[src/rtl/mips_pkg.sv]
// Shared definitions for the MIPS core memory path.
// Holds the 4-bit load/store opcode encodings, which are shared with the
// decoder and the data memory. Also holds the LSU FSM state type and small
// opcode classification helpers.
package mips_pkg;

    localparam logic [3:0] LSOP_SW = 4'd0;
    localparam logic [3:0] LSOP_SH = 4'd1;
    localparam logic [3:0] LSOP_SB = 4'd2;
    localparam logic [3:0] LSOP_LW = 4'd3;
    localparam logic [3:0] LSOP_LH = 4'd4;
    localparam logic [3:0] LSOP_LB = 4'd5;

    typedef enum logic [1:0] {
        ST_IDLE = 2'd0,
        ST_REQ  = 2'd1,
        ST_DONE = 2'd2,
        ST_ERR  = 2'd3
    } lsu_state_t;

    // Codes 6..15 are not memory operations.
    function automatic logic lsop_is_mem(input logic [3:0] op);
        return (op <= LSOP_LB);
    endfunction

    function automatic logic lsop_is_load(input logic [3:0] op);
        return (op == LSOP_LW) || (op == LSOP_LH) || (op == LSOP_LB);
    endfunction

    function automatic logic lsop_is_store(input logic [3:0] op);
        return (op == LSOP_SW) || (op == LSOP_SH) || (op == LSOP_SB);
    endfunction

endpackage

[src/rtl/lsu_ctrl_if.sv]
// Data memory request/acknowledge bus between the LSU and the data memory.
//   mem_req   : request valid, held until mem_ack
//   mem_we    : 1 = write
//   mem_addr  : word-aligned byte address
//   mem_be    : byte enables, bit i covers bits 8i+7:8i
//   mem_wdata : lane-steered store data
//   mem_ack   : memory completes the request this cycle
//   mem_rdata : read word, valid with mem_ack
interface lsu_ctrl_if;
    logic        mem_req;
    logic        mem_we;
    logic [31:0] mem_addr;
    logic [3:0]  mem_be;
    logic [31:0] mem_wdata;
    logic        mem_ack;
    logic [31:0] mem_rdata;

    modport master (
        output mem_req, mem_we, mem_addr, mem_be, mem_wdata,
        input  mem_ack, mem_rdata
    );

    modport slave (
        input  mem_req, mem_we, mem_addr, mem_be, mem_wdata,
        output mem_ack, mem_rdata
    );
endinterface

[src/rtl/lsu_align.sv]
// Combinational lane logic for the LSU.
//   lsop       : load/store opcode
//   addr_lo    : byte offset within the word
//   wdata      : right-justified store data
//   mem_rdata  : raw read word from memory
//   be         : byte enables for the access
//   wdata_lane : store data replicated onto the addressed lanes
//   misalign   : access not naturally aligned
//   rdata_ext  : extracted and sign-extended load result
module lsu_align
    import mips_pkg::*;
(
    input  logic [3:0]  lsop,
    input  logic [1:0]  addr_lo,
    input  logic [31:0] wdata,
    input  logic [31:0] mem_rdata,
    output logic [3:0]  be,
    output logic [31:0] wdata_lane,
    output logic        misalign,
    output logic [31:0] rdata_ext
);

    logic [7:0]  lane_byte [4];
    logic [7:0]  byte_sel;
    logic [15:0] half_sel;

    for (genvar gi = 0; gi < 4; gi++) begin : g_lane
        assign lane_byte[gi] = mem_rdata[8*gi +: 8];
    end

    assign byte_sel = lane_byte[addr_lo];
    assign half_sel = addr_lo[1] ? mem_rdata[31:16] : mem_rdata[15:0];

    always_comb begin
        be         = 4'b0000;
        wdata_lane = 32'h0;
        misalign   = 1'b0;
        rdata_ext  = 32'h0;
        case (lsop)
            LSOP_SW: begin
                be         = 4'b1111;
                wdata_lane = wdata;
                misalign   = (addr_lo != 2'b00);
            end
            LSOP_SH: begin
                be         = addr_lo[1] ? 4'b1100 : 4'b0011;
                wdata_lane = {wdata[15:0], wdata[15:0]};
                misalign   = addr_lo[0];
            end
            LSOP_SB: begin
                be         = 4'b0001 << addr_lo;
                wdata_lane = {4{wdata[7:0]}};
            end
            LSOP_LW: begin
                be         = 4'b1111;
                rdata_ext  = mem_rdata;
                misalign   = (addr_lo != 2'b00);
            end
            LSOP_LH: begin
                be         = 4'b1111;
                rdata_ext  = {{16{half_sel[15]}}, half_sel};
                misalign   = addr_lo[0];
            end
            LSOP_LB: begin
                be         = 4'b1111;
                rdata_ext  = {{24{byte_sel[7]}}, byte_sel};
            end
            default: begin
                be = 4'b0000;
            end
        endcase
    end

endmodule

[src/rtl/lsu_ctrl.sv]
// MEM-stage load/store initiator.
// Accepts one decoded load/store, runs a req/ack transaction on the data
// memory bus, and stalls the pipeline until it completes. Detects misaligned
// accesses and bus timeouts.
//   clk, reset      : clock, synchronous active-high reset
//   op_valid, lsop  : MEM stage memory op and its opcode
//   addr, wdata, pc : byte address, store data, instruction PC
//   stall           : freeze IF..MEM this cycle
//   rdata/_valid    : extended load result, one-cycle valid pulse
//   misalign        : alignment fault pulse
//   bus_err         : timeout fault pulse
//   err_pc          : PC of the last faulting instruction
//   mem             : data memory bus (master side)
module lsu_ctrl
    import mips_pkg::*;
#(
    parameter int TIMEOUT = 255
) (
    input  logic        clk,
    input  logic        reset,
    input  logic        op_valid,
    input  logic [3:0]  lsop,
    input  logic [31:0] addr,
    input  logic [31:0] wdata,
    input  logic [31:0] pc,
    output logic        stall,
    output logic [31:0] rdata,
    output logic        rdata_valid,
    output logic        misalign,
    output logic        bus_err,
    output logic [31:0] err_pc,
    lsu_ctrl_if.master  mem
);

    localparam logic [9:0] TO_LAST = 10'(TIMEOUT - 1);

    lsu_state_t  state_reg, state_next;
    logic [3:0]  lsop_reg;
    logic [31:0] addr_reg;
    logic [31:0] wdata_reg;
    logic [31:0] pc_reg;
    logic [9:0]  cnt_reg;
    logic [31:0] rdata_reg;
    logic [31:0] err_pc_reg;
    logic        cause_bus_reg;

    logic accept;
    logic fault_misalign;
    logic timeout_hit;
    logic in_req;

    // The alignment check looks at the live MEM-stage op while idle; in every
    // other state the lane logic works on the latched op.
    logic [3:0]  al_lsop;
    logic [1:0]  al_addr_lo;
    logic [3:0]  al_be;
    logic [31:0] al_wdata;
    logic        al_misalign;
    logic [31:0] al_rdata_ext;

    assign al_lsop    = (state_reg == ST_IDLE) ? lsop       : lsop_reg;
    assign al_addr_lo = (state_reg == ST_IDLE) ? addr[1:0]  : addr_reg[1:0];

    lsu_align u_align (
        .lsop       (al_lsop),
        .addr_lo    (al_addr_lo),
        .wdata      (wdata_reg),
        .mem_rdata  (mem.mem_rdata),
        .be         (al_be),
        .wdata_lane (al_wdata),
        .misalign   (al_misalign),
        .rdata_ext  (al_rdata_ext)
    );

    always_comb begin
        state_next     = state_reg;
        stall          = 1'b0;
        accept         = 1'b0;
        fault_misalign = 1'b0;
        timeout_hit    = 1'b0;
        case (state_reg)
            ST_IDLE: begin
                if (op_valid && lsop_is_mem(lsop)) begin
                    stall = 1'b1;
                    if (al_misalign) begin
                        state_next     = ST_ERR;
                        fault_misalign = 1'b1;
                    end else begin
                        state_next = ST_REQ;
                        accept     = 1'b1;
                    end
                end
            end
            ST_REQ: begin
                stall = 1'b1;
                // An ack in the final counted cycle still completes normally.
                if (mem.mem_ack) begin
                    state_next = ST_DONE;
                end else if (cnt_reg == TO_LAST) begin
                    state_next  = ST_ERR;
                    timeout_hit = 1'b1;
                end
            end
            ST_DONE: state_next = ST_IDLE;
            ST_ERR:  state_next = ST_IDLE;
            default: state_next = ST_IDLE;
        endcase
    end

    always_ff @(posedge clk) begin
        if (reset) begin
            state_reg     <= ST_IDLE;
            lsop_reg      <= 4'd0;
            addr_reg      <= 32'h0;
            wdata_reg     <= 32'h0;
            pc_reg        <= 32'h0;
            cnt_reg       <= 10'd0;
            rdata_reg     <= 32'h0;
            err_pc_reg    <= 32'h0;
            cause_bus_reg <= 1'b0;
        end else begin
            state_reg <= state_next;
            if (accept) begin
                lsop_reg  <= lsop;
                addr_reg  <= addr;
                wdata_reg <= wdata;
                pc_reg    <= pc;
                cnt_reg   <= 10'd0;
            end else if (state_reg == ST_REQ && !mem.mem_ack) begin
                cnt_reg <= cnt_reg + 10'd1;
            end
            if (state_reg == ST_REQ && mem.mem_ack && lsop_is_load(lsop_reg)) begin
                rdata_reg <= al_rdata_ext;
            end
            if (fault_misalign) begin
                err_pc_reg    <= pc;
                cause_bus_reg <= 1'b0;
            end else if (timeout_hit) begin
                err_pc_reg    <= pc_reg;
                cause_bus_reg <= 1'b1;
            end
        end
    end

    // Bus outputs are forced to zero outside REQ so nothing stale leaks out.
    assign in_req        = (state_reg == ST_REQ);
    assign mem.mem_req   = in_req;
    assign mem.mem_we    = in_req && lsop_is_store(lsop_reg);
    assign mem.mem_addr  = in_req ? {addr_reg[31:2], 2'b00} : 32'h0;
    assign mem.mem_be    = in_req ? al_be : 4'b0000;
    assign mem.mem_wdata = in_req ? al_wdata : 32'h0;

    assign rdata       = rdata_reg;
    assign rdata_valid = (state_reg == ST_DONE) && lsop_is_load(lsop_reg);
    assign misalign    = (state_reg == ST_ERR) && !cause_bus_reg;
    assign bus_err     = (state_reg == ST_ERR) && cause_bus_reg;
    assign err_pc      = err_pc_reg;

endmodule

[src/flat_wrapper.sv]
// flat-port wrapper written by rule: the top's interface ports become plain ports
module lsu_ctrl_flat import mips_pkg::*;
#(
    parameter int TIMEOUT = 255
)
  (clk, reset, op_valid, lsop, addr, wdata, pc, stall, rdata, rdata_valid, misalign, bus_err, err_pc, mem_mem_req, mem_mem_we, mem_mem_addr, mem_mem_be, mem_mem_wdata, mem_mem_ack, mem_mem_rdata);
  lsu_ctrl_if mem_i ();
  input  logic clk;
  input  logic reset;
  input  logic op_valid;
  input  logic [3:0] lsop;
  input  logic [31:0] addr;
  input  logic [31:0] wdata;
  input  logic [31:0] pc;
  output logic stall;
  output logic [31:0] rdata;
  output logic rdata_valid;
  output logic misalign;
  output logic bus_err;
  output logic [31:0] err_pc;
  output wire logic [$bits(mem_i.mem_req)-1:0] mem_mem_req;
  output wire logic [$bits(mem_i.mem_we)-1:0] mem_mem_we;
  output wire logic [$bits(mem_i.mem_addr)-1:0] mem_mem_addr;
  output wire logic [$bits(mem_i.mem_be)-1:0] mem_mem_be;
  output wire logic [$bits(mem_i.mem_wdata)-1:0] mem_mem_wdata;
  input wire logic [$bits(mem_i.mem_ack)-1:0] mem_mem_ack;
  input wire logic [$bits(mem_i.mem_rdata)-1:0] mem_mem_rdata;
  assign mem_mem_req = mem_i.mem_req;
  assign mem_mem_we = mem_i.mem_we;
  assign mem_mem_addr = mem_i.mem_addr;
  assign mem_mem_be = mem_i.mem_be;
  assign mem_mem_wdata = mem_i.mem_wdata;
  assign mem_i.mem_ack = mem_mem_ack;
  assign mem_i.mem_rdata = mem_mem_rdata;
  lsu_ctrl #(.TIMEOUT(TIMEOUT)) u_core (.clk(clk), .reset(reset), .op_valid(op_valid), .lsop(lsop), .addr(addr), .wdata(wdata), .pc(pc), .stall(stall), .rdata(rdata), .rdata_valid(rdata_valid), .misalign(misalign), .bus_err(bus_err), .err_pc(err_pc), .mem(mem_i));
endmodule
[config.mk]
export PLATFORM = sky130hd
export DESIGN_NAME = lsu_ctrl_flat
export DESIGN_NICKNAME = d
export VERILOG_FILES = /design/src/rtl/mips_pkg.sv /design/src/rtl/lsu_ctrl_if.sv /design/src/rtl/lsu_align.sv /design/src/rtl/lsu_ctrl.sv /design/src/flat_wrapper.sv
export SDC_FILE = /design/constraint.sdc
export NUM_CORES = 1
export LEC_CHECK = 0
export BUFFER_PORTS_ARGS = -buffer_cell sky130_fd_sc_hd__buf_2
export CORE_MARGIN = 2
export CORE_UTILIZATION = 55
export DETAILED_ROUTE_END_ITERATION = 12
export GPL_ROUTABILITY_DRIVEN = 1
export HOLD_SLACK_MARGIN = 0.1
export PLACE_DENSITY_LB_ADDON = 0.05
export SKIP_CTS_REPAIR_TIMING = 1
export SLEW_MARGIN = 10
export SYNTH_ARGS = -nofsm -noshare
export SYNTH_HDL_FRONTEND = slang
export SYNTH_SLANG_ARGS = --single-unit
[constraint.sdc]
create_clock -name clk -period 5 [get_ports clk]
set_input_delay 0.75 -clock clk [delete_from_list [all_inputs] [get_ports clk]]
set_output_delay 0.75 -clock clk [all_outputs]
set_load 0.05 [all_outputs]
==> results of run 1 <==
-- worst max-delay path, cell delays in order (launching register included) --
cell and delay, ps:
dfxtp_1 480, nor2_8 350, mux2i_2 760, nor2_1 130, or2_2 440, a22oi_1 230, nor2_1 60, buf_2 220
-- through the flow --
step,hold slack (ps),cells,total power [uW],util [%]
6_report,497,1594,3300,67.6
5_1_grt,518,1592,3410,67.6
4_1_cts,498,1590,3310,67.5
3_5_place_dp,488,1558,2000,64.1
3_3_place_gp,489,1558,2000,64.1
2_1_floorplan,477,1157,1860,-
-- synthesized netlist by cell type (all sizes together), types with 2 or more instances --
library cell	count	area, sq um
xor2	6	52.6
and2	39	244
o21ai	200	1000
or3	32	200
nand2b	102	641
nand3	8	57.6
o31ai	2	20.0
mux2i	39	410
o21a	2	15.0
nor2b	99	619
xnor2	3	26.3
nand2	39	146
a211oi	33	298
or2	3	21.3
a22oi	23	178
nor3	13	70.1
mux2	5	56.3
nor2	142	584
and3	2	12.5
a31oi	2	18.8
or4	4	33.8
mux4	7	158
a221oi	8	70.1
dfxtp	177	3540
clkbuf	70	264
inv	6	22.5
nand4	4	25.0
a21oi	39	210
nor4b	2	17.5
ha	2	25.0
buf	31	246
-- cells by family (layout without fill, tap and decap cells) --
kind of cell,Yosys count,count (layout),synth area share [%]
fa+ha+maj,2,2,0.266
other cells,1,6,0.0398
simple gates,491,491,28.6
xor+xnor,9,9,0.837
mux,51,51,6.63
buf+inv,107,320,5.66
compound gates,318,318,20.4
flops,177,177,37.6
-- power groups by stage --
stage,sequential [uW],clock (uW),combinational [uW]
after floorplan,1540,0,323
after global placement,1520,0,473
after detailed placement,1520,0,479
after CTS,1490,1340,480
after global routing,1500,1390,527
final,1490,1320,482
-- layer usage --
| layer | up-vias | share of wire, % | GRT usage, % |
|---|---|---|---|
| li1 | 4365 | - | - |
| met1 | 4093 | 43 | 36.3 |
| met2 | 269 | 49 | 47.3 |
| met3 | 37 | 7.0 | 7.55 |
| met4 | 4 | 1.3 | 9.06 |
| met5 | - | 0.10 | 0 |
-- final timing paths --
path / endpoint / slack, ps / depth (start not counted)
worst max-delay path: mem_mem_wdata[16] / 1130 / 7
worst min-delay path: u_core.rdata[7]$_SDFFE_PP0P_ / 500 / 2
worst max register to register: u_core.pc_reg[26]$_SDFFE_PP0P_ / 1640 / 7
worst min register to register: u_core.rdata[7]$_SDFFE_PP0P_ / 500 / 2
-- cell type report --
class / instances / share of cell area [%]
clock buffer: 19 / 4.03
inverter: 6 / 0.200
clock inverter: 13 / 1.12
timing repair buffer: 282 / 13.0
antenna: 4 / 0.0890
tap: 220 / 2.45
sequential: 177 / 31.5
multi-input combinational: 873 / 47.7
==> out/metrics.yaml, run 1 <==
slew_violations: 0
syn_area_sq_mm: 0.00942
pre_cts_slack_ps: 1550
start_kind: "register"
cts-root-buf: "clkbuf_16"
drt_iter0_drc: 602
most-common-layout-cells: "270 x buf_2, 183 x o21ai_0, 177 x dfxtp_1"
drt-total-wl_mm: 26.2
numCtsBuffers: 17
place.gp.congestion: 0.846
tightest_slew_ps: 1000
finalCriticalPeriod_ps: 3870
synth-seq-area-share_pct: 37.6
synth_warnings: 0
combPwrFrac_pct: 14.6
synth.avg_cell_area_sq_um: 8.15
fp.dieW_microns: 135
clockBufferDepth: 2
grt_pass1_wl_mm: 42.1
worstSkewPairLatency_ps: 430
nets: 1495
vias_per_cell: 5.50
tns_ps: 0
setup_viol: 0
grt_start_max_net_pins: 150
worstHoldStart: "u_core.rdata[7]$_SDFFE_PP0P_"
antenna_found_initial: 6
final_area_sq_mm: 0.0113
cp_max_fo: 16
cap_violations: 0
syn_inst: 1156
p_sw_uw: 944
synthArstFlopShare_pct: 0
n_fill_cell: 1465
cts_tree: "done"
rows: 47
status: "completed"
io_buffers: 271
initial_core_util_pct: 56.6
drc: 0
cp-end-kind: "output port"
grtUsageTotal_pct: 28.5
r2r-start: "u_core.state_reg[1]$_SDFFE_PP0P_"
period_share_pct: 77.4
p_leak_uw: 0.00463
routedWlPerCell_microns: 16.5
grt-ovfl-total: 0
worstPathArrival_ps: 3120
swShare_pct: 28.6
placed_cell_area_sq_mm: 0.0107
antenna_left: 0
setup_ws_ps: 1130
drive_gt1_share_pct: 26.8
p_clk_share_pct: 40.1
ios: 274
die_area_sq_mm: 0.0182
fmax_mhz: 258
yosysUniqueCellTypes: 66
rsz0062_at_grt: "no"
vias: 8768
maxSlewHeadroom_pct: 33.3
intPower_uw: 2350
dp_hpwl_mm: 17.0
worstHoldPathType: "reg2reg"
pwr-share-seq_pct: 45.3
critPathLaunch: "u_core.state_reg[1]$_SDFFE_PP0P_"
final_common_cell: "buf_2"
synth_edf_count: 0
cts.sinks: 177
critPathKind: "reg2out"
syn2layout_area_growth_pct: 19.4
grt_pass1_vias: 8329
vdd_drop_max_uv: 272
die_h_microns: 135
core_sq_mm: 0.0166
p_per_area_mw_per_mm2: 293
seqCellArea_sq_mm: 0.00354
cts.clk_slew.worst_paths_ps: 80
synth_seq_cells: 177
cp.required_ps: 4250
drt_first_pass_iters: 6
finClkSkew_ps: 11.7
multiInputGateArea_sq_mm: 0.00536
synthFlopType: "dfxtp_1"
h-tree-depth: 4
hold_violations: 0
Note: power is estimated with default switching activity, not from simulation.
==> run 2: changes to the inputs <==
--- a/config.mk
+++ b/config.mk
@@ -5,9 +5,10 @@
 export SDC_FILE = /design/constraint.sdc
 export NUM_CORES = 1
 export LEC_CHECK = 0
+export ABC_AREA = 1
 export BUFFER_PORTS_ARGS = -buffer_cell sky130_fd_sc_hd__buf_2
 export CORE_MARGIN = 2
-export CORE_UTILIZATION = 55
+export CORE_UTILIZATION = 52
 export DETAILED_ROUTE_END_ITERATION = 12
 export GPL_ROUTABILITY_DRIVEN = 1
 export HOLD_SLACK_MARGIN = 0.1
==> constraint.sdc (replaced) <==
create_clock -name clk -period 3.9 [get_ports clk]
set_input_delay 0.585 -clock clk [delete_from_list [all_inputs] [get_ports clk]]
set_output_delay 0.585 -clock clk [all_outputs]
set_load 0.05 [all_outputs]
==> run 2 against run 1 <==
Net effect: final cell count up 13%; combinational power up 140%; clock skew up 0.88 ps; setup slack worse by 660 ps; first-iteration DRC count up 25%; core utilization down 2.6 points; largest cell class unchanged.
==> out/metrics.yaml, run 2 <==
status: "completed"
synthFlopType: "dfxtp_1"
start_kind: "register"
most-common-layout-cells: "334 x nand2_1, 270 x buf_2, 184 x a21oi_1"
rsz0062_at_grt: "no"
place_inst: 1770  # +14%
tns_ps: 0  # unchanged
cp-end-kind: "output port"
slew_violations: 0  # unchanged
critPathKind: "reg2out"
nets: 1707  # +14%
synthArstFlopShare_pct: 0  # unchanged
cap_violations: 0  # unchanged
yosysUniqueCellTypes: 31  # -53%
setup_viol: 0  # unchanged
grtUsageTotal_pct: 27.6  # -0.88 points
place.gp.congestion: 0.915  # +8.1%
cp_max_fo: 17  # +1
synth_warnings: 0  # unchanged
drt_iter0_drc: 751  # +25%
synth.area.top_cells: "dfxtp_1 40%, nand2_1 14%, a21oi_1 10%, nand3_1 10%, inv_1 6.4%"
finClkSkew_ps: 12.6  # +0.880 ps
synth_top_area_share_pct: 40.3  # +2.7 points
core_sq_mm: 0.0165  # -0.71%
grt-ovfl-total: 0  # unchanged
worstHoldStart: "addr[27]"
rows: 47  # unchanged
syn_area_sq_mm: 0.00879  # -6.7%
synth-seq-area-share_pct: 40.3  # +2.7 points
worstSkewPairLatency_ps: 430  # about the same
cts.sinks: 177  # unchanged
synth_seq_cells: 177  # unchanged
cts_tree: "done"
drt_first_pass_iters: 5  # -1
ios: 274  # unchanged
io_buffers: 271  # unchanged
maxSlewHeadroom_pct: 26.2  # -7.1 points
synth_edf_count: 0  # unchanged
worstPathArrival_ps: 2850  # -270 ps
antenna_found_initial: 2  # -4
antenna_left: 0  # unchanged
syn2layout_area_growth_pct: 22.1
r2r_slack_ps: 800  # -840 ps
fmax_mhz: 291
tightest_slew_ps: 1110  # +106 ps
grt_pass1_wl_mm: 40.7  # -3.2%
drc: 0  # unchanged
vias: 9420  # +7.4%
die_area_sq_mm: 0.0180  # -1.3%
grt_start_max_net_pins: 87  # -42%
hold_end: "u_core.addr_reg[27]$_SDFFE_PP0P_"
syn_inst: 1357  # +17%
worstHoldPathType: "in2reg"
yosysMostFrequentCell: "nand2_1"
synth.avg_cell_area_sq_um: 6.48  # -21%
clockBufferDepth: 2  # unchanged
holdPathStages: 3  # +1
numCtsBuffers: 17  # unchanged
fp.dieW_microns: 134  # -0.65%
h-tree-depth: 4  # unchanged
synth_common_cells: "334 x nand2_1, 184 x a21oi_1, 177 x dfxtp_1, 177 x nand3_1, 149 x inv_1"
period_share_pct: 88.0
r2r-end: "u_core.wdata_reg[15]$_SDFFE_PP0P_"
cts.clk_slew.worst_paths_ps: 70  # about the same
final_cells: 1804  # +13%
initial_core_util_pct: 53.2  # -3.4 points
routedWlPerCell_microns: 14.1  # -15%
rr_worst_depth: 10  # +3
final_common_cell: "nand2_1"
r2r-start: "u_core.state_reg[1]$_SDFFE_PP0P_"
finalCriticalPeriod_ps: 3430
cp.required_ps: 3310  # -940 ps
grt_pass1_vias: 8290  # -0.47%
drt-total-wl_mm: 25.3  # -3.4%
p_leak_uw: 0.00492  # +6.2%
synth.largest_area_cell: "dfxtp_1"
die_h_microns: 134  # -0.65%
p_per_area_mw_per_mm2: 443  # +51%
vdd_drop_max_uv: 337  # +24%
drive_gt1_share_pct: 21.6  # -5.2 points
cts-root-buf: "clkbuf_16"
vias_per_cell: 5.22  # -5.1%
dp_hpwl_mm: 16.8  # -1.3%
hold_violations: 0  # unchanged
==> run 2: cell count changes in the layout (fill, tap and decap cells not counted), sizes merged, moves of 99 or more <==
cell	change
o21ai	-127
nand2b	-102
a21oi	+145
nand2	+303
nand3	+170
inv	+145
nor2b	-99
==> run 2: worst max-delay path by stage <==
stage / start / to / slack (ps) / cells after the start
after floorplan: u_core.state_reg[0]$_SDFFE_PP0P_ / mem_mem_wdata[14] / 550 / 7
after global placement: u_core.state_reg[1]$_SDFFE_PP0P_ / u_core.err_pc[14]$_SDFFE_PP0P_ / 890 / 10
after detailed placement: u_core.state_reg[1]$_SDFFE_PP0P_ / u_core.err_pc[28]$_SDFFE_PP0P_ / 870 / 10
after CTS: u_core.state_reg[1]$_SDFFE_PP0P_ / mem_mem_wdata[23] / 510 / 8
after global routing: u_core.state_reg[0]$_SDFFE_PP0P_ / mem_mem_wdata[24] / 240 / 8
final: u_core.state_reg[1]$_SDFFE_PP0P_ / mem_mem_wdata[22] / 470 / 8
==> run 2: stage by stage <==
stage | area [sq um] | hold slack [ps] | utilization (%) | power (uW) | setup slack [ps]
floorplan | 8790 | 439 | - | 2840 | 554
global placement | 10200 | 448 | 61.5 | 3130 | 889
detailed placement | 10200 | 452 | 61.5 | 3140 | 866
CTS | 10700 | 399 | 64.9 | 4770 | 509
global route | 10700 | 409 | 65.0 | 4970 | 237
finish | 10700 | 418 | 65.0 | 4760 | 467
==> run 2: per-layer routing <==
layer  part of all wire [%]  global-route usage (%)  vias up
li1                       -                       -     4786
met1                     44                    38.6     4238
met2                     46                    43.0      352
met3                    7.3                    5.59       42
met4                    2.0                    8.89        2
met5                  0.059                       0        -
==> run 2: logic make-up after synthesis <==
family / count (synthesis) / synth area share, %
compound gates: 277 / 16.2
xor+xnor: 4 / 0.399
fa+ha+maj: 2 / 0.285
buf+inv: 249 / 11.6
flops: 177 / 40.3
other cells: 1 / 0.0427
simple gates: 647 / 31.1
==> run 2: area by class of cell <==
| class | count | area (sq um) |
|---|---|---|
| clock buffer | 21 | 470 |
| clock inverter | 11 | 100 |
| inverter | 154 | 581 |
| fill | 1602 | 5790 |
| multi-input combinational | 932 | 4240 |
| tap | 220 | 275 |
| timing repair buffer | 287 | 1520 |
| antenna | 2 | 5.00 |
| sequential | 177 | 3540 |
==> run 2: worst max-delay path, stage by stage, from the launching register on <==
cell and delay [ps]:
dfxtp_1 410, nor2_4 350, o21ai_1 140, nor2_2 180, nand2_1 330, nand2_1 410, nand2_1 90, a21oi_1 190
buf_2 300
==> run 2: report_power, final <==
group / switching (uW) / total (uW) / internal, uW
combinational: 839 / 1140 / 302
sequential: 57.9 / 1960 / 1910
clock: 766 / 1650 / 884
total: 1660 / 4760 / 3090
==> run 3: changes to the inputs <==
--- a/config.mk
+++ b/config.mk
@@ -5,10 +5,9 @@
 export SDC_FILE = /design/constraint.sdc
 export NUM_CORES = 1
 export LEC_CHECK = 0
-export ABC_AREA = 1
 export BUFFER_PORTS_ARGS = -buffer_cell sky130_fd_sc_hd__buf_2
 export CORE_MARGIN = 2
-export CORE_UTILIZATION = 52
+export CORE_UTILIZATION = 53
 export DETAILED_ROUTE_END_ITERATION = 12
 export GPL_ROUTABILITY_DRIVEN = 1
 export HOLD_SLACK_MARGIN = 0.1
==> run 3 against run 2 <==
Net effect: final area grew 5.7%; critical endpoint is now mem_mem_wdata[23]; final cell count shrank 11%; die area grew 5.0%; combinational power shrank 45%; clock skew grew 3.8 ps; global-route usage shrank 0.50 points; wire length grew 2.5%; sequential share of layout area shrank 1.8 points; count of clock-buffer cells in the layout shrank 3; power shrank 9.0%.
==> out/metrics.yaml, run 3 (synthesized netlist as in run 1, its figures left out) <==
status: "completed"
nets: 1499  # -12%
cts.clk_slew.worst_paths_ps: 80  # about the same
antenna_found_initial: 3  # +1
core_sq_mm: 0.0174  # +5.0%
syn2layout_area_growth_pct: 20.4
tns_ps: 0  # unchanged
multiInputGateArea_sq_mm: 0.00536  # +26%
cts-root-buf: "clkbuf_16"
cp.required_ps: 3310  # about the same
grtUsageTotal_pct: 27.1  # -0.50 points
finalCriticalPeriod_ps: 3390  # -42.2 ps
cp-end-kind: "output port"
r2r_slack_ps: 960  # +160 ps
critPathMostFrequentCell: "nor2_1"
clockBufferDepth: 2  # unchanged
crit_buf_inv: 2  # +1
period_share_pct: 87.0  # -1.1 points
max_stage_delay_ps: 480  # +70 ps
initial_core_util_pct: 54.3  # +1.1 points
grt_pass1_wl_mm: 41.1  # +0.92%
grt_pass1_vias: 8123  # -2.0%
holdPathStages: 3  # unchanged
final_cells: 1600  # -11%
vias: 8794  # -6.6%
routedWlPerCell_microns: 16.2  # +16%
vdd_drop_max_uv: 391  # +16%
rsz0062_at_grt: "no"
fp.dieW_microns: 137  # +2.5%
n_fill_cell: 1575  # -1.7%
drt_iter0_drc: 664  # -12%
cap_violations: 0  # unchanged
antenna_left: 0  # unchanged
place_inst: 1567  # -11%
ios: 274  # unchanged
die_h_microns: 137  # +2.5%
finish.utilization_pct: 65.4  # +0.40 points
critPathKind: "reg2out"
worstSkewPairLatency_ps: 430  # about the same
start_kind: "register"
most-common-layout-cells: "270 x buf_2, 183 x o21ai_0, 177 x dfxtp_1"
critical-path-top-delay-family: "simple AND/OR/NAND/NOR gates"
h-tree-depth: 4  # unchanged
dp_hpwl_mm: 17.1  # +2.2%
drt-total-wl_mm: 26.0  # +2.5%
cp_slowest_cell: "mux2_2"
vias_per_cell: 5.50  # +5.3%
hold_end: "u_core.addr_reg[23]$_SDFFE_PP0P_"
drt_first_pass_iters: 5  # unchanged
hold_violations: 0  # unchanged
die_area_sq_mm: 0.0189  # +5.0%
r2r-end: "u_core.pc_reg[11]$_SDFFE_PP0P_"
numCtsBuffers: 17  # unchanged
tightest_slew_ps: 973  # -133 ps
p_per_area_mw_per_mm2: 382  # -14%
crit_chain: "nor2_8, mux2_2, nor2_1, buf_4, or2_2, a22oi_1, nor2_1, buf_2"
setup_viol: 0  # unchanged
worstHoldStart: "addr[23]"
slew_violations: 0  # unchanged
final_common_cell: "buf_2"
seqCellArea_sq_mm: 0.00354  # unchanged
r2r-start: "u_core.state_reg[1]$_SDFFE_PP0P_"
cts_tree: "done"
drc: 0  # unchanged
cp_max_fo: 20  # +3
drive_gt1_share_pct: 26.9  # +5.3 points
worstHoldPathType: "in2reg"
fmax_mhz: 295  # +1.2%
cts.sinks: 177  # unchanged
p_leak_uw: 0.00467  # -5.0%
place.gp.congestion: 0.875  # -4.4%
critPathLaunch: "u_core.state_reg[1]$_SDFFE_PP0P_"
grt-ovfl-total: 0  # unchanged
finClkSkew_ps: 16.4  # +3.78 ps
maxSlewHeadroom_pct: 35.1  # +9.0 points
io_buffers: 271  # unchanged
grt_start_max_net_pins: 151  # +74%
rows: 48  # +2.1%
worstPathArrival_ps: 2810  # -40 ps
rr_worst_depth: 7  # -3
==> run 3: cell count changes in the layout (fill, tap and decap cells not counted), sizes merged, moves of 99 or more <==
| cell | previous run | this run |
|---|---|---|
| o21ai | 73 | 200 |
| a21oi | 184 | 39 |
| nor2b | 0 | 99 |
| nand2b | 0 | 102 |
| nand3 | 178 | 8 |
| inv | 156 | 11 |
| nand2 | 342 | 39 |
==> run 3: layout make-up <==
cell class	count	share of cell area [%]
Multi-Input combinational cell	873	47.3
Sequential cell	177	31.2
Timing Repair Buffer	286	13.4
Clock buffer	18	3.78
Tap cell	225	2.48
Clock inverter	14	1.57
Inverter	6	0.199
Antenna cell	1	0.0221
==> run 3: worst register-to-register path, stage by stage (launching register included) <==
cell	delay, ps
dfxtp_1	460
nor2_8	340
mux2i_2	290
o311ai_1	200
a32oi_2	460
nand3_4	530
buf_4	390
o21ai_0	190
==> run 3: through the flow <==
stage | hold WS, ps | total power (uW) | instance area, sq um | setup slack [ps]
global placement | 486 | 2570 | 10700 | 1020
floorplan | 477 | 2390 | 9430 | 883
detailed placement | 489 | 2580 | 10700 | 963
finish | 405 | 4330 | 11300 | 509
CTS | 390 | 4350 | 11300 | 495
global route | 402 | 4490 | 11300 | 287
==> run 3: power by group <==
part	switching, uW	internal [uW]	total (uW)
combinational	397	226	623
sequential	44.4	1870	1920
clock	770	1020	1790
==> run 3: worst max path at each step <==
| stage | to | slack (ps) | cells after the start |
|---|---|---|---|
| finish | mem_mem_wdata[23] | 510 | 8 |
| global route | mem_mem_wdata[19] | 290 | 8 |
| CTS | mem_mem_wdata[18] | 500 | 8 |
| detailed placement | mem_mem_wdata[18] | 960 | 8 |
| global placement | mem_mem_wdata[19] | 1020 | 8 |
| floorplan | mem_mem_be[0] | 880 | 9 |
==> run 3: per-layer routing <==
layer | vias up | track usage [%] | routed length [microns]
met5 | - | 0 | 13
met4 | 2 | 6.70 | 321
met3 | 26 | 7.54 | 1890
met2 | 284 | 43.6 | 12300
met1 | 4112 | 36.1 | 11400
li1 | 4370 | - | -
